## src/rtl/mem_pkg.sv

```systemverilog
// mem_pkg: shared definitions for the memory access unit.
//   - ADDR_W / DATA_W defaults (byte address width, memory word width)
//   - 3-bit FSM state encoding and the matching enum type
//   - request operation classes and the classifier used at accept time
package mem_pkg;

  localparam int ADDR_W_DEFAULT = 16;
  localparam int DATA_W_DEFAULT = 16;

  localparam logic [2:0] S_IDLE = 3'd0;
  localparam logic [2:0] S_RDA  = 3'd1;
  localparam logic [2:0] S_CAPA = 3'd2;
  localparam logic [2:0] S_RDB  = 3'd3;
  localparam logic [2:0] S_CAPB = 3'd4;
  localparam logic [2:0] S_WRA  = 3'd5;
  localparam logic [2:0] S_WRB  = 3'd6;
  localparam logic [2:0] S_DONE = 3'd7;

  typedef enum logic [2:0] {
    ST_IDLE = S_IDLE,
    ST_RDA  = S_RDA,
    ST_CAPA = S_CAPA,
    ST_RDB  = S_RDB,
    ST_CAPB = S_CAPB,
    ST_WRA  = S_WRA,
    ST_WRB  = S_WRB,
    ST_DONE = S_DONE
  } state_t;

  localparam logic [1:0] OP_WORD_ALIGNED   = 2'd0;
  localparam logic [1:0] OP_BYTE           = 2'd1;
  localparam logic [1:0] OP_WORD_UNALIGNED = 2'd2;

  // A byte access never straddles words; only a word at an odd address does.
  function automatic logic [1:0] op_class(input logic is_byte, input logic addr_lsb);
    logic [1:0] op;
    if (is_byte) begin
      op = OP_BYTE;
    end else if (addr_lsb) begin
      op = OP_WORD_UNALIGNED;
    end else begin
      op = OP_WORD_ALIGNED;
    end
    return op;
  endfunction

endpackage

```

## src/rtl/mem_access_unit_if.sv

```systemverilog
// mem_access_unit_if: request/response handshake plus the word-wide memory port.
//   req_*     : datapath request (valid/ready)
//   rsp_*     : one-cycle completion pulse with load data
//   mem_read, mem_write, address, data_in : memory strobes driven by the unit
//   data_out  : memory read data, valid the cycle after mem_read
// Modports: slave = the unit, master = datapath + memory side.
interface mem_access_unit_if #(
  parameter int ADDR_W = mem_pkg::ADDR_W_DEFAULT,
  parameter int DATA_W = mem_pkg::DATA_W_DEFAULT
);

  logic              req_valid;
  logic              req_ready;
  logic              req_we;
  logic              req_byte;
  logic [ADDR_W-1:0] req_addr;
  logic [DATA_W-1:0] req_wdata;
  logic              rsp_valid;
  logic [DATA_W-1:0] rsp_rdata;
  logic              mem_read;
  logic              mem_write;
  logic [ADDR_W-1:0] address;
  logic [DATA_W-1:0] data_in;
  logic [DATA_W-1:0] data_out;

  modport slave (
    input  req_valid, req_we, req_byte, req_addr, req_wdata, data_out,
    output req_ready, rsp_valid, rsp_rdata, mem_read, mem_write, address, data_in
  );

  modport master (
    output req_valid, req_we, req_byte, req_addr, req_wdata, data_out,
    input  req_ready, rsp_valid, rsp_rdata, mem_read, mem_write, address, data_in
  );

endinterface

```

## src/rtl/mem_lane_merge.sv

```systemverilog
// mem_lane_merge: combinational byte-lane steering shared by byte and unaligned paths.
//   i_old      : word being merged into (write) or read from (load)
//   i_prev_hi  : upper byte of the A0 word, used by unaligned word loads
//   i_new      : store data from the request
//   i_addr0    : request byte-address bit 0
//   i_byte     : 1 = byte access
//   i_half     : unaligned store half select (0 = A0 word, 1 = A1 word)
//   o_wr_word  : merged word to write
//   o_rd_word  : load result (byte loads zero-extended)
module mem_lane_merge
  import mem_pkg::*;
#(
  parameter int DATA_W = DATA_W_DEFAULT
) (
  input  logic [DATA_W-1:0]   i_old,
  input  logic [DATA_W/2-1:0] i_prev_hi,
  input  logic [DATA_W-1:0]   i_new,
  input  logic                i_addr0,
  input  logic                i_byte,
  input  logic                i_half,
  output logic [DATA_W-1:0]   o_wr_word,
  output logic [DATA_W-1:0]   o_rd_word
);

  localparam int HB = DATA_W / 2;

  // Lane selection for store merge and load extraction (little-endian).
  always_comb begin
    o_wr_word = i_new;
    o_rd_word = i_old;
    if (i_byte) begin
      if (i_addr0) begin
        o_wr_word = {i_new[HB-1:0], i_old[HB-1:0]};
        o_rd_word = {{HB{1'b0}}, i_old[DATA_W-1:HB]};
      end else begin
        o_wr_word = {i_old[DATA_W-1:HB], i_new[HB-1:0]};
        o_rd_word = {{HB{1'b0}}, i_old[HB-1:0]};
      end
    end else if (i_addr0) begin
      // Unaligned word: low data byte lands in A0's upper lane,
      // high data byte lands in A1's lower lane.
      if (i_half) begin
        o_wr_word = {i_old[DATA_W-1:HB], i_new[DATA_W-1:HB]};
      end else begin
        o_wr_word = {i_new[HB-1:0], i_old[HB-1:0]};
      end
      o_rd_word = {i_old[HB-1:0], i_prev_hi};
    end else begin
      o_wr_word = i_new;
      o_rd_word = i_old;
    end
  end

endmodule

```

## src/rtl/mem_access_unit.sv

```systemverilog
// mem_access_unit: load/store sequencer between the datapath and a 16-bit word memory.
//   clk, rst : clock and synchronous active-high reset
//   bus      : mem_access_unit_if.slave (request, response and memory port)
// Each accepted request becomes a sequence of single-cycle word reads/writes;
// byte stores use read-modify-write and unaligned words are split over A0/A1.
// Every bus output comes straight from a register.
module mem_access_unit
  import mem_pkg::*;
#(
  parameter int ADDR_W = ADDR_W_DEFAULT,
  parameter int DATA_W = DATA_W_DEFAULT
) (
  input  logic               clk,
  input  logic               rst,
  mem_access_unit_if.slave   bus
);

  state_t            r_state;
  logic [1:0]        r_op;
  logic              r_we;
  logic              r_addr0;
  logic [ADDR_W-1:0] r_a0;
  logic [DATA_W-1:0] r_wdata;
  logic [DATA_W-1:0] r_hold_a;
  logic [DATA_W-1:0] r_hold_b;
  logic              r_req_ready;
  logic              r_rsp_valid;
  logic [DATA_W-1:0] r_rsp_rdata;
  logic              r_mem_read;
  logic              r_mem_write;
  logic [ADDR_W-1:0] r_address;
  logic [DATA_W-1:0] r_data_in;

  logic [ADDR_W-1:0] w_a1;
  logic [ADDR_W-1:0] w_req_a0;
  logic              w_is_byte;
  logic              w_unaligned;
  logic [DATA_W-1:0] w_old;
  logic              w_half;
  logic [DATA_W-1:0] w_wr_word;
  logic [DATA_W-1:0] w_rd_word;

  // A1 wraps naturally at the top of the address space.
  assign w_a1        = r_a0 + ADDR_W'(2);
  assign w_req_a0    = {bus.req_addr[ADDR_W-1:1], 1'b0};
  assign w_is_byte   = (r_op == OP_BYTE);
  assign w_unaligned = (r_op == OP_WORD_UNALIGNED);

  // Pick the word the merge unit works on for the transition leaving this state.
  // Data captured in the current state is still on data_out, not yet in a holding register.
  always_comb begin
    w_old  = bus.data_out;
    w_half = 1'b0;
    case (r_state)
      ST_CAPA: begin
        w_old  = bus.data_out;
        w_half = 1'b0;
      end
      ST_CAPB: begin
        if (r_we) begin
          w_old  = r_hold_a;
          w_half = 1'b0;
        end else begin
          w_old  = bus.data_out;
          w_half = 1'b0;
        end
      end
      ST_WRA: begin
        w_old  = r_hold_b;
        w_half = 1'b1;
      end
      default: begin
        w_old  = bus.data_out;
        w_half = 1'b0;
      end
    endcase
  end

  mem_lane_merge #(.DATA_W(DATA_W)) u_merge (
    .i_old     (w_old),
    .i_prev_hi (r_hold_a[DATA_W-1:DATA_W/2]),
    .i_new     (r_wdata),
    .i_addr0   (r_addr0),
    .i_byte    (w_is_byte),
    .i_half    (w_half),
    .o_wr_word (w_wr_word),
    .o_rd_word (w_rd_word)
  );

  // Sequencer FSM; output registers are loaded with the values for the state being entered.
  always_ff @(posedge clk) begin
    if (rst) begin
      r_state     <= ST_IDLE;
      r_op        <= OP_WORD_ALIGNED;
      r_we        <= 1'b0;
      r_addr0     <= 1'b0;
      r_a0        <= '0;
      r_wdata     <= '0;
      r_hold_a    <= '0;
      r_hold_b    <= '0;
      r_req_ready <= 1'b1;
      r_rsp_valid <= 1'b0;
      r_rsp_rdata <= '0;
      r_mem_read  <= 1'b0;
      r_mem_write <= 1'b0;
      r_address   <= '0;
      r_data_in   <= '0;
    end else begin
      r_mem_read  <= 1'b0;
      r_mem_write <= 1'b0;
      r_rsp_valid <= 1'b0;
      case (r_state)
        ST_IDLE: begin
          if (bus.req_valid && r_req_ready) begin
            r_we        <= bus.req_we;
            r_addr0     <= bus.req_addr[0];
            r_a0        <= w_req_a0;
            r_wdata     <= bus.req_wdata;
            r_op        <= op_class(bus.req_byte, bus.req_addr[0]);
            r_req_ready <= 1'b0;
            r_address   <= w_req_a0;
            // Only an aligned word store needs no prior read.
            if (bus.req_we && !bus.req_byte && !bus.req_addr[0]) begin
              r_state     <= ST_WRA;
              r_mem_write <= 1'b1;
              r_data_in   <= bus.req_wdata;
            end else begin
              r_state    <= ST_RDA;
              r_mem_read <= 1'b1;
            end
          end
        end
        ST_RDA: begin
          r_state <= ST_CAPA;
        end
        ST_CAPA: begin
          r_hold_a <= bus.data_out;
          if (w_unaligned) begin
            r_state    <= ST_RDB;
            r_mem_read <= 1'b1;
            r_address  <= w_a1;
          end else if (r_we) begin
            r_state     <= ST_WRA;
            r_mem_write <= 1'b1;
            r_address   <= r_a0;
            r_data_in   <= w_wr_word;
          end else begin
            r_state     <= ST_DONE;
            r_rsp_valid <= 1'b1;
            r_rsp_rdata <= w_rd_word;
          end
        end
        ST_RDB: begin
          r_state <= ST_CAPB;
        end
        ST_CAPB: begin
          r_hold_b <= bus.data_out;
          if (r_we) begin
            r_state     <= ST_WRA;
            r_mem_write <= 1'b1;
            r_address   <= r_a0;
            r_data_in   <= w_wr_word;
          end else begin
            r_state     <= ST_DONE;
            r_rsp_valid <= 1'b1;
            r_rsp_rdata <= w_rd_word;
          end
        end
        ST_WRA: begin
          if (w_unaligned) begin
            r_state     <= ST_WRB;
            r_mem_write <= 1'b1;
            r_address   <= w_a1;
            r_data_in   <= w_wr_word;
          end else begin
            r_state     <= ST_DONE;
            r_rsp_valid <= 1'b1;
            r_rsp_rdata <= '0;
          end
        end
        ST_WRB: begin
          r_state     <= ST_DONE;
          r_rsp_valid <= 1'b1;
          r_rsp_rdata <= '0;
        end
        ST_DONE: begin
          r_state     <= ST_IDLE;
          r_req_ready <= 1'b1;
          r_rsp_rdata <= '0;
        end
        default: begin
          r_state     <= ST_IDLE;
          r_req_ready <= 1'b1;
        end
      endcase
    end
  end

  assign bus.req_ready = r_req_ready;
  assign bus.rsp_valid = r_rsp_valid;
  assign bus.rsp_rdata = r_rsp_rdata;
  assign bus.mem_read  = r_mem_read;
  assign bus.mem_write = r_mem_write;
  assign bus.address   = r_address;
  assign bus.data_in   = r_data_in;

endmodule

```

## src/flat_wrapper.sv

```systemverilog
// flat-port wrapper written by rule: the top's interface ports become plain ports
module mem_access_unit_flat import mem_pkg::*;
#(
  parameter int ADDR_W = ADDR_W_DEFAULT,
  parameter int DATA_W = DATA_W_DEFAULT
)
  (clk, rst, bus_req_valid, bus_req_we, bus_req_byte, bus_req_addr, bus_req_wdata, bus_data_out, bus_req_ready, bus_rsp_valid, bus_rsp_rdata, bus_mem_read, bus_mem_write, bus_address, bus_data_in);
  mem_access_unit_if #(.ADDR_W(ADDR_W), .DATA_W(DATA_W)) bus_i ();
  input  logic clk;
  input  logic rst;
  input wire logic [$bits(bus_i.req_valid)-1:0] bus_req_valid;
  input wire logic [$bits(bus_i.req_we)-1:0] bus_req_we;
  input wire logic [$bits(bus_i.req_byte)-1:0] bus_req_byte;
  input wire logic [$bits(bus_i.req_addr)-1:0] bus_req_addr;
  input wire logic [$bits(bus_i.req_wdata)-1:0] bus_req_wdata;
  input wire logic [$bits(bus_i.data_out)-1:0] bus_data_out;
  output wire logic [$bits(bus_i.req_ready)-1:0] bus_req_ready;
  output wire logic [$bits(bus_i.rsp_valid)-1:0] bus_rsp_valid;
  output wire logic [$bits(bus_i.rsp_rdata)-1:0] bus_rsp_rdata;
  output wire logic [$bits(bus_i.mem_read)-1:0] bus_mem_read;
  output wire logic [$bits(bus_i.mem_write)-1:0] bus_mem_write;
  output wire logic [$bits(bus_i.address)-1:0] bus_address;
  output wire logic [$bits(bus_i.data_in)-1:0] bus_data_in;
  assign bus_i.req_valid = bus_req_valid;
  assign bus_i.req_we = bus_req_we;
  assign bus_i.req_byte = bus_req_byte;
  assign bus_i.req_addr = bus_req_addr;
  assign bus_i.req_wdata = bus_req_wdata;
  assign bus_i.data_out = bus_data_out;
  assign bus_req_ready = bus_i.req_ready;
  assign bus_rsp_valid = bus_i.rsp_valid;
  assign bus_rsp_rdata = bus_i.rsp_rdata;
  assign bus_mem_read = bus_i.mem_read;
  assign bus_mem_write = bus_i.mem_write;
  assign bus_address = bus_i.address;
  assign bus_data_in = bus_i.data_in;
  mem_access_unit #(.ADDR_W(ADDR_W), .DATA_W(DATA_W)) u_core (.clk(clk), .rst(rst), .bus(bus_i));
endmodule
```

## config.mk

```make
export PLATFORM = sky130hd
export DESIGN_NAME = mem_access_unit_flat
export DESIGN_NICKNAME = d
export VERILOG_FILES = /design/src/rtl/mem_pkg.sv /design/src/rtl/mem_access_unit_if.sv /design/src/rtl/mem_lane_merge.sv /design/src/rtl/mem_access_unit.sv /design/src/flat_wrapper.sv
export SDC_FILE = /design/constraint.sdc
export NUM_CORES = 1
export LEC_CHECK = 0
export ABC_AREA = 1
export BUFFER_PORTS_ARGS = -buffer_cell sky130_fd_sc_hd__buf_2
export CAP_MARGIN = 20
export CELL_PAD_IN_SITES_DETAIL_PLACEMENT = 0
export CELL_PAD_IN_SITES_GLOBAL_PLACEMENT = 2
export CORE_ASPECT_RATIO = 0.7
export CORE_MARGIN = 2
export CORE_UTILIZATION = 31
export CTS_BUF_LIST = sky130_fd_sc_hd__clkbuf_4 sky130_fd_sc_hd__clkbuf_8
export DETAILED_ROUTE_END_ITERATION = 7
export HOLD_SLACK_MARGIN = 0.15
export PLACE_DENSITY_LB_ADDON = 0.1
export RECOVER_POWER = 25
export SYNTH_ARGS = -nofsm -noshare
export SYNTH_HDL_FRONTEND = slang
export SYNTH_SLANG_ARGS = --single-unit
```

## constraint.sdc

```tcl
create_clock -name clk -period 1.8 [get_ports clk]
set_clock_uncertainty 0.05 [all_clocks]
set_input_delay 0.09 -clock clk [delete_from_list [all_inputs] [get_ports clk]]
set_output_delay 0.09 -clock clk [all_outputs]
set_load 0.01 [all_outputs]
```

==> results.yml <==
die:
  initial_utilization: 0.318
  pin_count: 105
  die_h_um: 124
  core_area_um2: 20000
  rows: 43
  dieArea_um2: 21700
  die_x_um: 175
finish:
  antenna_cells_inserted: 0
  nets: 1246
  area_growth_syn_to_layout_pct: 39.0
  layout.cells.non_filler: 1475
  drive_gt1_frac: 0.203
  multi_input_area_um2: 3610
  n_fill_cell: 2187
  layout_common_cells: "259 x nand2_1, 138 x a21oi_1, 119 x dfxtp_1"
  seqCellArea_um2: 2450
  final_common_cell: "nand2_1"
hold_path:
  hold_path_depth: 2
  worstHoldStart: "u_core.bus.address[0]"
  min_to: "u_core.bus.address[0]"
  hold_path_class: "reg -> reg"
sta:
  slew_violations: 0
  maxClockFrequency_mhz: 573
  min_period_ns: 1.74
  setup_viol: 0
  setup_tns_ns: 0
  relSlewSlack: 0.556
  hold_viol: 0
  rsz0062_at_grt: "yes"
  tightest_slew_ns: 0.666
  period_share: 0.969
global_routing:
  grt_use_total: 0.236
  grt_pass1_vias: 6702
  grt_max_degree: 72
  grt_first_pass_wirelength_um: 39000
  antenna_found_initial: 0
  overflow: 0
pwr:
  p_switching_uw: 6390
  switching_share: 0.447
  seqPwrFrac: 0.299
  power-per-cell-area_nw_per_um2: 1620
  fin_total_pwr_uw: 14300
  vdd_ir_drop_max_uv: 637
  comb_power_share: 0.508
  power.leakage_uw: 0.00368
  internal-power_uw: 7910
  clockPowerShare: 0.193
status:
  status: "finished, final reports clean"
worst_setup_path:
  start_kind: "flop"
  ff2ff_path_depth: 10
  worstSetupPathType: "reg -> reg"
  arrival_ns: 2.04
  worstSetupEndpointType: "flop"
  path_cells: "inv_4 -> nand2_4 -> nor2_4 -> buf_6 -> nand2_4 -> nand2_4 -> nor2_4 -> clkinvlp_4 -> o21ai_1 -> a21oi_2"
  crit_top_cell: "nand2_4"
  critPathMaxStageDelay_ns: 0.41
  required_ns: 2.10
  slowest_stage: "dfxtp_4"
  cp_max_fo: 8
  reg2reg_slack_ns: 0.06
  timing.rr.end: "u_core.bus.data_in[12]"
  r2r_start: "u_core.r_state[1]"
route:
  wl_per_cell_um: 17.1
  viasPerCell: 4.90
  drt_iter0_markers: 530
  first_pass_iters: 5
  ant_nets: 0
  remaining_drc_errors: 0
  routed_wl_um: 25300
  via_count: 7225
placement:
  port_buffers: 104
  gp_congestion: 0.861
  place_inst: 1385
  dp_hpwl_um: 18000
synthesis:
  synth.distinct_cells: 32
  synth_edf_count: 0
  syn_avg_cell_area_um2: 6.37
  synth_area_um2: 6350
  ys_ff_latch: 122
  async_reset_ff_frac: 0
  ys.warnings.count: 0
  yosysSeqAreaShare: 0.384
  syn-num-nets: 1051
  synth_flop_cell: "dfxtp_1"
  syn_inst: 997
cts:
  cts_buffers: 17
  numClockSinks: 122
  cts.clk_slew.worst_paths_ns: 0.08
  cts_buffer_depth: 2
  cts_tree: "built"
  root_buffer: "clkbuf_8"
  cts_htree_levels: 4
  clk_latency_ns: 0.45
flow_run:
  cap_violations: 0
## critical path: cells and delay by family (launching register included)
family / cells / cell delay, ns
buf+inv: 3 / 0.45
compound gates: 2 / 0.28
flops: 1 / 0.41
simple gates: 5 / 0.46
## cells in the mapped netlist, drive strengths merged (2+ instances only)
cell type / number / area, um^2
a21oi: 144 / 721
buf: 24 / 155
clkbuf: 30 / 113
dfxtp: 122 / 2440
inv: 64 / 240
nand2: 277 / 1060
nand3: 91 / 455
nor2: 123 / 509
o211ai: 2 / 15.0
o21ai: 107 / 543
## what timing repair did
item                                   CTS  global route
setup buffers                            0             5
gates resized for setup                  4            78
endpoints found under the hold margin  104             0
cloned                                   0             1
hold buffers                            54             0
pin swaps                                0            11
setup endpoints to repair               13            47
## per-stage QoR
| step | util | area [um^2] | worst slack, ns | hold slack [ns] |
|---|---|---|---|---|
| 2_1_floorplan | - | 6350 | 0.234 | 0.183 |
| 3_3_place_gp | 0.380 | 7590 | -0.192 | 0.316 |
| 3_5_place_dp | 0.380 | 7590 | -0.181 | 0.325 |
| 4_1_cts | 0.430 | 8580 | 0.00359 | 0.374 |
| 5_1_grt | 0.443 | 8840 | -0.0320 | 0.425 |
| 6_report | 0.443 | 8840 | 0.0556 | 0.396 |
## metal layers
layer / global-route usage / vias to the layer above / wire length (um)
met2: 0.317 / 203 / 9570
met5: 0 / - / 0
met1: 0.382 / 3340 / 14100
met4: 0.0609 / 0 / 291
met3: 0.0336 / 25 / 1280
li1: - / 3657 / -
## worst max-delay path by stage
stage,from,endpoint,slack (ns),cells past startpoint
CTS,u_core.r_state[2],u_core.bus.data_in[10],0.004,11
floorplan,u_core.r_state[2],u_core.bus.data_in[4],0.23,9
global placement,u_core.r_state[0],u_core.bus.data_in[3],-0.19,10
detailed placement,u_core.r_state[0],u_core.bus.data_in[3],-0.18,10
global route,u_core.r_state[0],u_core.bus.address[5],-0.03,8
finish,u_core.r_state[1],u_core.bus.data_in[12],0.06,10
## logic make-up after synthesis
logic type / count (synthesis) / synth area share
AOI/OAI and AO/OA: 258 / 0.208
adders and majority gates: 1 / 0.00197
buffers and inverters: 121 / 0.0835
DFF: 122 / 0.384
and+or+nand+nor: 495 / 0.323
## sequential cells by signal, summed over array words and instances, names as in the netlist
signal and flops:
u_core.bus.mem_write 1, u_core.r_op 2, u_core.r_we 1, u_core.bus.rsp_valid 1
u_core.bus.rsp_rdata 16, u_core.r_wdata 16, u_core.r_addr0 1, u_core.bus.address 16
u_core.r_hold_b 16, u_core.r_a0 15, u_core.r_hold_a 16, u_core.bus.data_in 16
u_core.r_state 3, u_core.bus.req_ready 1, u_core.bus.mem_read 1
## cell type report
class | count | area share
repair buffers | 232 | 0.198
flip-flops and latches | 122 | 0.278
inverters | 65 | 0.0289
clock buffers | 22 | 0.0336
well taps | 270 | 0.0382
clock inverters | 10 | 0.0159
multi-input cells | 754 | 0.408
## power by group through the flow
stage                     registers [uW]  clock network, uW  logic (uW)
after floorplan                     4280                  0        3880
after CTS                           4210               2830        6950
final                               4270               2760        7260
after detailed placement            4260                  0        6810
after global routing                4380               2930        8090
after global placement              4250                  0        6830
No activity file was read; power rests on OpenSTA's default activity.
